--- config.mk ---
export PLATFORM = sky130hd
export DESIGN_NAME = load_cell_a2d
export DESIGN_NICKNAME = d
export VERILOG_FILES = /design/src/rtl/load_cell_a2d.sv
export SDC_FILE = /design/constraint.sdc
export NUM_CORES = 1
export LEC_CHECK = 0
export ABC_AREA = 1
export CORE_MARGIN = 1.5
export CORE_UTILIZATION = 45
export CTS_BUF_LIST = sky130_fd_sc_hd__clkbuf_16
export CTS_CLUSTER_SIZE = 40
export DETAILED_ROUTE_END_ITERATION = 16
export PLACE_DENSITY = 0.67
export SYNTH_ARGS = -nofsm -noshare
export SYNTH_HDL_FRONTEND = slang
export SYNTH_SLANG_ARGS = --single-unit
--- constraint.sdc ---
create_clock -name clk -period 3.51 [get_ports clk]
set_input_delay 0.351 -clock clk [delete_from_list [all_inputs] [get_ports clk]]
set_output_delay 0.351 -clock clk [all_outputs]
set_load 0.005 [all_outputs]
--- src/rtl/load_cell_a2d.sv ---
// load_cell_a2d: round-robin A2D front end for an ADC128S-style SPI converter.
//
// Each nxt strobe converts the next channel in the rotation (ch0, ch4, ch5, ch6) with two
// back-to-back SPI transactions. The first returns stale data from the previous channel and
// is discarded. The low 12 bits of the second land in the matching result register.
//
// Ports:
//   clk        system clock (50 MHz); SCLK = clk/32
//   rst_n      synchronous active-low reset
//   nxt        one-cycle request to convert the next channel (ignored while busy)
//   MISO       serial data from the ADC
//   SS_n       active-low slave select
//   SCLK       serial clock, idles high
//   MOSI       serial command, MSB first
//   lft_ld     ch0 result
//   rght_ld    ch4 result
//   steer_pot  ch5 result
//   batt       ch6 result
//   cnv_cmplt  one-cycle pulse when a result register updates
//   busy       high from acceptance of nxt until cnv_cmplt
module load_cell_a2d (
  input  logic        clk,
  input  logic        rst_n,
  input  logic        nxt,
  input  logic        MISO,
  output logic        SS_n,
  output logic        SCLK,
  output logic        MOSI,
  output logic [11:0] lft_ld,
  output logic [11:0] rght_ld,
  output logic [11:0] steer_pot,
  output logic [11:0] batt,
  output logic        cnv_cmplt,
  output logic        busy
);

  typedef enum logic [2:0] {StIdle, StTrn1, StGap, StTrn2, StDone} state_e;

  // The divider rests at DivIdle, so the first cycle of SS_n low already sees DivIdle + 1.
  // That places the first SCLK fall 8 clks after SS_n falls.
  localparam logic [4:0] DivIdle = 5'b10111;
  localparam logic [4:0] DivFall = 5'b11111;  // cycle before an SCLK fall: shift TX
  localparam logic [4:0] DivSamp = 5'b10001;  // one clk after an SCLK rise: sample MISO

  state_e      state_q, state_d;
  logic        ss_n_q, ss_n_d;
  logic [4:0]  div_q, div_d;
  logic [4:0]  cnt_q, cnt_d;  // sample count in a transaction, cycle count in GAP
  logic [15:0] tx_q, tx_d;
  logic [15:0] rx_q, rx_d;
  logic [1:0]  rr_q, rr_d;
  logic [11:0] lft_q, lft_d, rght_q, rght_d, steer_q, steer_d, batt_q, batt_d;
  logic        cmplt_q, cmplt_d;
  logic        busy_q, busy_d;

  logic [2:0]  ch;
  logic [15:0] cmd;
  logic        trn_end;

  always_comb begin
    case (rr_q)
      2'd0:    ch = 3'd0;
      2'd1:    ch = 3'd4;
      2'd2:    ch = 3'd5;
      default: ch = 3'd6;
    endcase
  end

  assign cmd = {2'b00, ch, 11'h000};

  // Back porch: after the 16th sample, the next would-be fall point ends the transaction.
  assign trn_end = !ss_n_q && (div_q == DivFall) && (cnt_q == 5'd16);

  always_comb begin
    state_d = state_q;
    ss_n_d  = ss_n_q;
    tx_d    = tx_q;
    rx_d    = rx_q;
    cnt_d   = cnt_q;
    rr_d    = rr_q;
    lft_d   = lft_q;
    rght_d  = rght_q;
    steer_d = steer_q;
    batt_d  = batt_q;
    cmplt_d = 1'b0;
    busy_d  = busy_q;

    if (!ss_n_q) begin
      if (div_q == DivFall) tx_d = {tx_q[14:0], 1'b0};
      if (div_q == DivSamp) begin
        rx_d  = {rx_q[14:0], MISO};
        cnt_d = cnt_q + 5'd1;
      end
    end

    case (state_q)
      StIdle: begin
        if (nxt) begin
          state_d = StTrn1;
          ss_n_d  = 1'b0;
          tx_d    = cmd;
          cnt_d   = 5'd0;
          busy_d  = 1'b1;
        end
      end
      StTrn1: begin
        if (trn_end) begin
          state_d = StGap;
          ss_n_d  = 1'b1;
          cnt_d   = 5'd0;
        end
      end
      StGap: begin
        if (cnt_q == 5'd1) begin
          state_d = StTrn2;
          ss_n_d  = 1'b0;
          tx_d    = cmd;
          cnt_d   = 5'd0;
        end else begin
          cnt_d = cnt_q + 5'd1;
        end
      end
      StTrn2: begin
        if (trn_end) begin
          state_d = StDone;
          ss_n_d  = 1'b1;
        end
      end
      StDone: begin
        case (rr_q)
          2'd0:    lft_d   = rx_q[11:0];
          2'd1:    rght_d  = rx_q[11:0];
          2'd2:    steer_d = rx_q[11:0];
          default: batt_d  = rx_q[11:0];
        endcase
        cmplt_d = 1'b1;
        busy_d  = 1'b0;
        rr_d    = rr_q + 2'd1;
        state_d = StIdle;
      end
      default: state_d = StIdle;
    endcase

    div_d = ss_n_d ? DivIdle : div_q + 5'd1;
  end

  always_ff @(posedge clk) begin
    if (!rst_n) begin
      state_q <= StIdle;
      ss_n_q  <= 1'b1;
      div_q   <= DivIdle;
      cnt_q   <= 5'd0;
      tx_q    <= 16'h0000;
      rx_q    <= 16'h0000;
      rr_q    <= 2'd0;
      lft_q   <= 12'h000;
      rght_q  <= 12'h000;
      steer_q <= 12'h000;
      batt_q  <= 12'h000;
      cmplt_q <= 1'b0;
      busy_q  <= 1'b0;
    end else begin
      state_q <= state_d;
      ss_n_q  <= ss_n_d;
      div_q   <= div_d;
      cnt_q   <= cnt_d;
      tx_q    <= tx_d;
      rx_q    <= rx_d;
      rr_q    <= rr_d;
      lft_q   <= lft_d;
      rght_q  <= rght_d;
      steer_q <= steer_d;
      batt_q  <= batt_d;
      cmplt_q <= cmplt_d;
      busy_q  <= busy_d;
    end
  end

  assign SS_n      = ss_n_q;
  assign SCLK      = ss_n_q ? 1'b1 : div_q[4];
  assign MOSI      = !ss_n_q && tx_q[15];
  assign lft_ld    = lft_q;
  assign rght_ld   = rght_q;
  assign steer_pot = steer_q;
  assign batt      = batt_q;
  assign cnv_cmplt = cmplt_q;
  assign busy      = busy_q;

endmodule
Yosys cells after proc, flatten, opt, wreduce, memory -nomap -nowiden
Cells that the tools add are included.
{"block": "totals", "reg_bits": 94, "word_cells": 75, "romBits": 0, "ramBits": 0, "latchBits": 0, "mem_count": 0}
{"block": "op_classes", "n_bitwise": 3, "n_mux": 25, "eq_ne": 14, "add_sub_neg": 3, "multipliers": 0, "shift": 0, "n_div": 0, "magnitude_cmp": 0, "reduce_logical": 17}
{"operator": "$mux W16", "n": 4}
{"operator": "$pmux W16 S2", "n": 1}
{"operator": "$mux W5", "n": 5}
{"operator": "$eq A5 B5 Y1 const B", "n": 3}
{"operator": "$pmux W5 S3", "n": 1}
{"operator": "$mux W3", "n": 4}
{"operator": "$pmux W3 S4", "n": 1}
{"operator": "$reduce_and A2 Y1", "n": 6}
{"operator": "$add A5 B1 Y5 const B", "n": 2}
{"operator": "$pmux W3 S3", "n": 1}
{"operator": "$ne A2 B2 Y1 const B", "n": 4}
{"operator": "$eq A3 B2 Y1 const B", "n": 2}
{"operator": "$mux W1", "n": 6}
{"operator": "$eq A5 B1 Y1 const B", "n": 1}
{"operator": "$reduce_and A4 Y1", "n": 1}
{"operator": "$reduce_or A2 Y1", "n": 2}
{"operator": "$eq A3 B1 Y1 const B", "n": 1}
{"operator": "$eq A3 B3 Y1 const B", "n": 1}
{"operator": "$logic_and A1 B1 Y1", "n": 3}
{"operator": "$logic_not A3 Y1", "n": 1}
{"operator": "$not A1 Y1", "n": 3}
{"operator": "$pmux W1 S3", "n": 1}
{"operator": "$reduce_or A3 Y1", "n": 1}
{"operator": "$add A2 B1 Y2 const B", "n": 1}
{"operator": "6 further kinds", "n": 6}

Depth between registers and ports, before layout
{"block": "logic_depth", "ltp_word": 6, "mapped_depth": 11, "depth_no_buf": 11}

Worst setup path before layout
Ideal clock, no wire load.
{"block": "synth_path", "path_kind": "register -> register", "from": "register div_q[0]", "to": "register tx_q[4]", "n_path_buf": 1, "t_arrival_ps": 1684, "stages_incl_launch_ff": 10, "setup_slack_ps": 1702, "cell_sequence": "dfxtp_1 ha_1 and3_1 ha_1 inv_1 nor2_1 inv_2 clkbuf_1 o21ai_0 nor2_4"}
{"block": "synth_between", "elab_chain_len": 5, "elab_cells_between_ends": 6}
{"element": "start, declared", "line": "47", "source": "logic [4:0] div_q, div_d;"}
{"element": "start signal, assigned", "line": "151", "source": "div_q <= DivIdle;"}
{"element": "start signal, assigned", "line": "165", "source": "div_q <= div_d;"}
{"element": "$eq A5 B5 Y1 (*)", "line": "89", "source": "if (div_q == DivFall) tx_d = {tx_q[14:0], 1'b0};"}
{"element": "$mux W16 (*)", "line": "89"}
{"element": "$mux W16 (*)", "line": "88", "source": "if (!ss_n_q) begin"}
{"element": "$mux W16 (on tied branches)", "line": "114, 98"}
{"element": "$pmux W16 S2 (*)", "line": "96", "source": "case (state_q)"}
{"element": "end signal, assigned", "line": "167", "source": "tx_q <= tx_d;"}
{"element": "end, declared", "line": "49", "source": "logic [15:0] tx_q, tx_d;"}
Every way passes the cells marked *; elsewhere a longest branch is shown, timed or not.
A chain may end at the register's enable or synchronous reset.

Worst setup path in the final report
{"block": "layout_path", "from": "register state_q[2]", "to": "register rght_q[4] (netlist: rght_ld[4])"}
{"block": "layout_between", "elab_chain_len": 2}
{"element": "start, declared", "line": "45", "source": "state_e state_q, state_d;"}
{"element": "start signal, assigned", "line": "149", "source": "state_q <= StIdle;"}
{"element": "start signal, assigned", "line": "163", "source": "state_q <= state_d;"}
{"element": "$eq A3 B3 Y1", "line": "96"}
{"element": "$reduce_and A2 Y1 (no source line)"}
{"element": "end signal, assigned", "line": "171", "source": "rght_q <= rght_d;"}
{"element": "end, declared", "line": "52", "source": "logic [11:0] lft_q, lft_d, rght_q, rght_d, steer_q, steer_d, batt_q, batt_d;"}
No other way between the ends.

==> results_dict.tcl <==
set metrics [dict create \
    ctsHtreeMaxLevel 3 \
    routed-via-count 3357 \
    die-width_um 95.3 \
    minimum_clock_period_after_layout_ns 2.03 \
    synth_sequential_area_ratio_pct 49.1 \
    cts.sinks 94 \
    boundaryPins 57 \
    grt_first_pass_wirelength_um 15100 \
    synth_top_area_cell "sky130_fd_sc_hd__dfxtp_1" \
    cts-hold-fix-buffers 0 \
    worst_ir_drop_vdd_mv 0.285 \
    area_delta_synth_final_pct 23.3 \
    design.die.area_sq_um 9080 \
    clk_pin_slew_ns 0.06 \
    route.detailed.vias_per_inst 5.15 \
    tritoncts "yes" \
    p_leak_uw 0.00174 \
    finalWeightedCongestion 0.850 \
    utilization_pct 57.5 \
    path_class "flip-flop to flip-flop" \
    rows 33 \
    synth_nets 516 \
    grt_overflow_total 0 \
    initial_utilization_pct 46.7 \
    gr-max-usage-layer "met2" \
    synthDominantCellAreaShare_pct 49.1 \
    post_cts_buffers 0 \
    drive_gt1_share_pct 7.13 \
    final-setup-viol-count 0 \
    tritoncts.num_buffers 9 \
    status "finished clean" \
    timing.final.crit_share_pct 57.9 \
    antenna_violating_nets_post_route 0 \
    worst_reg2reg_path_endpoint "rght_ld[4]" \
    cp_slowest_cell "sky130_fd_sc_hd__nor3_4" \
    dr.pass1.iters 4 \
    worst_skew_pair.late_latency_ns 0.33 \
    reg2reg_from "state_q[2]" \
    cp_top_family "simple AND/OR/NAND/NOR gates" \
    hold_class "flip-flop to flip-flop" \
    groute.layer.met3.usage_pct 5.50 \
    netlist_area_sq_um 3830 \
    synth_seq_cells 94 \
    critical-path-top-cell-by-count "sky130_fd_sc_hd__nand2_1" \
    p_sw_share_pct 28.8 \
    max-slew-margin-rel_pct 23.6 \
    power.net_switching_uw 774 \
    achievable-frequency_ghz 0.492 \
    routed_wirelength_um 8990 \
    power_frac_clock_pct 37.3 \
    cellPowerDensity_nw_per_um2 568 \
    share_comb_of_total_power_pct 17.6 \
    worst_hold_end "tx_q[0]" \
    grt_pass1_vias 3254 \
    critical_path.max_stage_delay_ns 0.69 \
    crit_path_end_kind "flip-flop" \
    post_synth.cell_area_avg_sq_um 7.67 \
    max_cap_violations 0 \
    reg2reg_depth 5 \
    fp.dieH_um 95.3 \
    required_ns 3.71 \
    tns_ns 0 \
    synth_area_leaders "sky130_fd_sc_hd__dfxtp_1 49%, sky130_fd_sc_hd__nand2_1 11%, sky130_fd_sc_hd__nand3_1 8.2%" \
    hold_path.startpoint "tx_q[0]" \
    timing.final.max_slew_violations 0 \
    cp_max_fo 26 \
    groute.layer.met1.usage_pct 27.4 \
    global_route.usage.total_pct 21.4 \
    timing.hold.worst_path_depth 2 \
    synth.yosys.warnings 0 \
    worst_clock_skew_ns 0.00670 \
    grt_max_degree 45 \
    io_buffer_count 56 \
    drt_first_iter_violations 187 \
    antenna-diode-count 0 \
    worst-slew-pin-transition_ns 1.14 \
    grt_setup_unrepaired "false" \
    clk_path_buf_depth 2 \
    nNetsFinal 560 \
    post_cts_resized 0 \
    sum_of_buffers_and_inverters_on_the_critical_path 1 \
    syn-instance-count 500 \
    core-area_sq_um 8220 \
    antenna_found_initial 0 \
    yosysUniqueCellTypes 25 \
    final-hold-violation-count 0 \
    critical_path_cell_by_cell "inv_1, nor3_4, nand2_1, nand2_1, a21oi_1" \
    detail_routed_net_length_per_standard_cell_um 13.8 \
    setup_crit_start_kind "flip-flop" \
    cts_root_buffer "sky130_fd_sc_hd__clkbuf_16" \
    pwr-share-seq_pct 45.1 \
    drc 0 \
    place_hpwl_um 5970 \
    critical_path_arrival_ns 2.24 \
    path_depth 5 \
    met2_usage_pct 35.8 \
    setup.reg_to_reg.worst_slack_ns 1.48 \
    power_report.internal_total_uw 1910 \
]
## Yosys cell counts
| cell | instances |
|---|---|
| sky130_fd_sc_hd__clkbuf_1 | 16 |
| sky130_fd_sc_hd__nand3b_1 | 1 |
| sky130_fd_sc_hd__nor2_4 | 1 |
| sky130_fd_sc_hd__or2_0 | 1 |
| sky130_fd_sc_hd__dfxtp_1 | 94 |
| sky130_fd_sc_hd__nand2_1 | 110 |
| sky130_fd_sc_hd__buf_1 | 1 |
| sky130_fd_sc_hd__nor3_1 | 2 |
| sky130_fd_sc_hd__xor2_1 | 1 |
| sky130_fd_sc_hd__nand2_2 | 6 |
| sky130_fd_sc_hd__buf_6 | 3 |
| sky130_fd_sc_hd__nand3_1 | 63 |
| sky130_fd_sc_hd__nor2_1 | 43 |
| sky130_fd_sc_hd__nor3_4 | 1 |
| sky130_fd_sc_hd__nor2_2 | 11 |
| sky130_fd_sc_hd__inv_1 | 28 |
| sky130_fd_sc_hd__xnor2_1 | 2 |
| sky130_fd_sc_hd__ha_1 | 12 |
| sky130_fd_sc_hd__nand4_1 | 2 |
| sky130_fd_sc_hd__buf_2 | 8 |
| sky130_fd_sc_hd__inv_2 | 2 |
| sky130_fd_sc_hd__o21ai_0 | 30 |
| sky130_fd_sc_hd__nand3_2 | 1 |
| sky130_fd_sc_hd__a21oi_1 | 60 |
| sky130_fd_sc_hd__and3_1 | 1 |
## routing by layer
layer / routed length, um / vias up
li1: - / 1708
met1: 4170 / 1559
met2: 4250 / 81
met3: 441 / 9
met4: 123 / 0
met5: 0 / -
## worst register-to-register path, stage by stage (launching register included)
cell	delay (ns)
sky130_fd_sc_hd__dfxtp_1	0.34
sky130_fd_sc_hd__inv_1	0.11
sky130_fd_sc_hd__nor3_4	0.69
sky130_fd_sc_hd__nand2_1	0.51
sky130_fd_sc_hd__nand2_1	0.18
sky130_fd_sc_hd__a21oi_1	0.07
## metrics by stage
stage                     instances  power (uW)  hold WS, ns  setup slack (ns)  area (sq um)
after detailed placement        638        1710        0.443              1.49          4430
final                           652        2690        0.452              1.48          4730
after global placement          638        1700        0.434              1.55          4430
after floorplan                 500        1590        0.415              1.70          3830
after CTS                       652        2710        0.457              1.48          4730
after global routing            652        2830        0.481              1.23          4730
## layout make-up
cell class | count | area (sq um)
Sequential cell | 94 | 1880
Clock inverter | 5 | 76.3
Fill cell | 771 | 3490
Multi-Input combinational cell | 348 | 1700
Inverter | 30 | 113
Tap cell | 105 | 131
Timing Repair Buffer | 61 | 598
Clock buffer | 9 | 225
## logic make-up (layout without fill, tap and decap cells)
logic type,Yosys count,after routing,synth area share (%)
buf+inv,58,105,6.53
flops,94,94,49.1
fa+ha+maj,12,12,3.92
simple gates,243,243,28.1
xor+xnor,3,3,0.685
compound gates,90,90,11.7
## registers in the layout, indices dropped and copies added, names as in the netlist, 5 cells and up
name	flops
batt	12
cnt_q	5
div_q	5
lft_ld	12
rght_ld	12
rx_q	12
steer_pot	12
tx_q	16
## layout by cell type, fill, tap and decap left out, types with 5 or more instances in the layout
| master | synthesis | routed |
|---|---|---|
| sky130_fd_sc_hd__clkbuf_16 | 0 | 9 |
| sky130_fd_sc_hd__nor2_1 | 43 | 43 |
| sky130_fd_sc_hd__o21ai_0 | 30 | 30 |
| sky130_fd_sc_hd__nand2_2 | 6 | 6 |
| sky130_fd_sc_hd__dfxtp_1 | 94 | 94 |
| sky130_fd_sc_hd__nor2_2 | 11 | 11 |
| sky130_fd_sc_hd__buf_4 | 0 | 5 |
| sky130_fd_sc_hd__inv_1 | 28 | 29 |
| sky130_fd_sc_hd__a21oi_1 | 60 | 60 |
| sky130_fd_sc_hd__nand3_1 | 63 | 63 |
| sky130_fd_sc_hd__clkdlybuf4s50_1 | 0 | 56 |
| sky130_fd_sc_hd__ha_1 | 12 | 12 |
| sky130_fd_sc_hd__nand2_1 | 110 | 110 |
## worst max path at each step
| stage | from | end | slack, ns |
|---|---|---|---|
| after floorplan | div_q[0] | tx_q[4] | 1.70 |
| after global placement | state_q[2] | rght_ld[3] | 1.55 |
| after detailed placement | div_q[0] | cnt_q[4] | 1.49 |
| after CTS | div_q[0] | cnt_q[0] | 1.48 |
| after global routing | state_q[2] | rght_ld[4] | 1.23 |
| final | state_q[2] | rght_ld[4] | 1.48 |
## power by group through the flow
stage	registers, uW	clock network, uW	logic, uW
floorplan	1220	0	379
global placement	1230	0	463
detailed placement	1240	0	475
CTS	1210	1020	478
global route	1220	1060	549
finish	1210	1000	474
(Power assumes the default switching activity.)
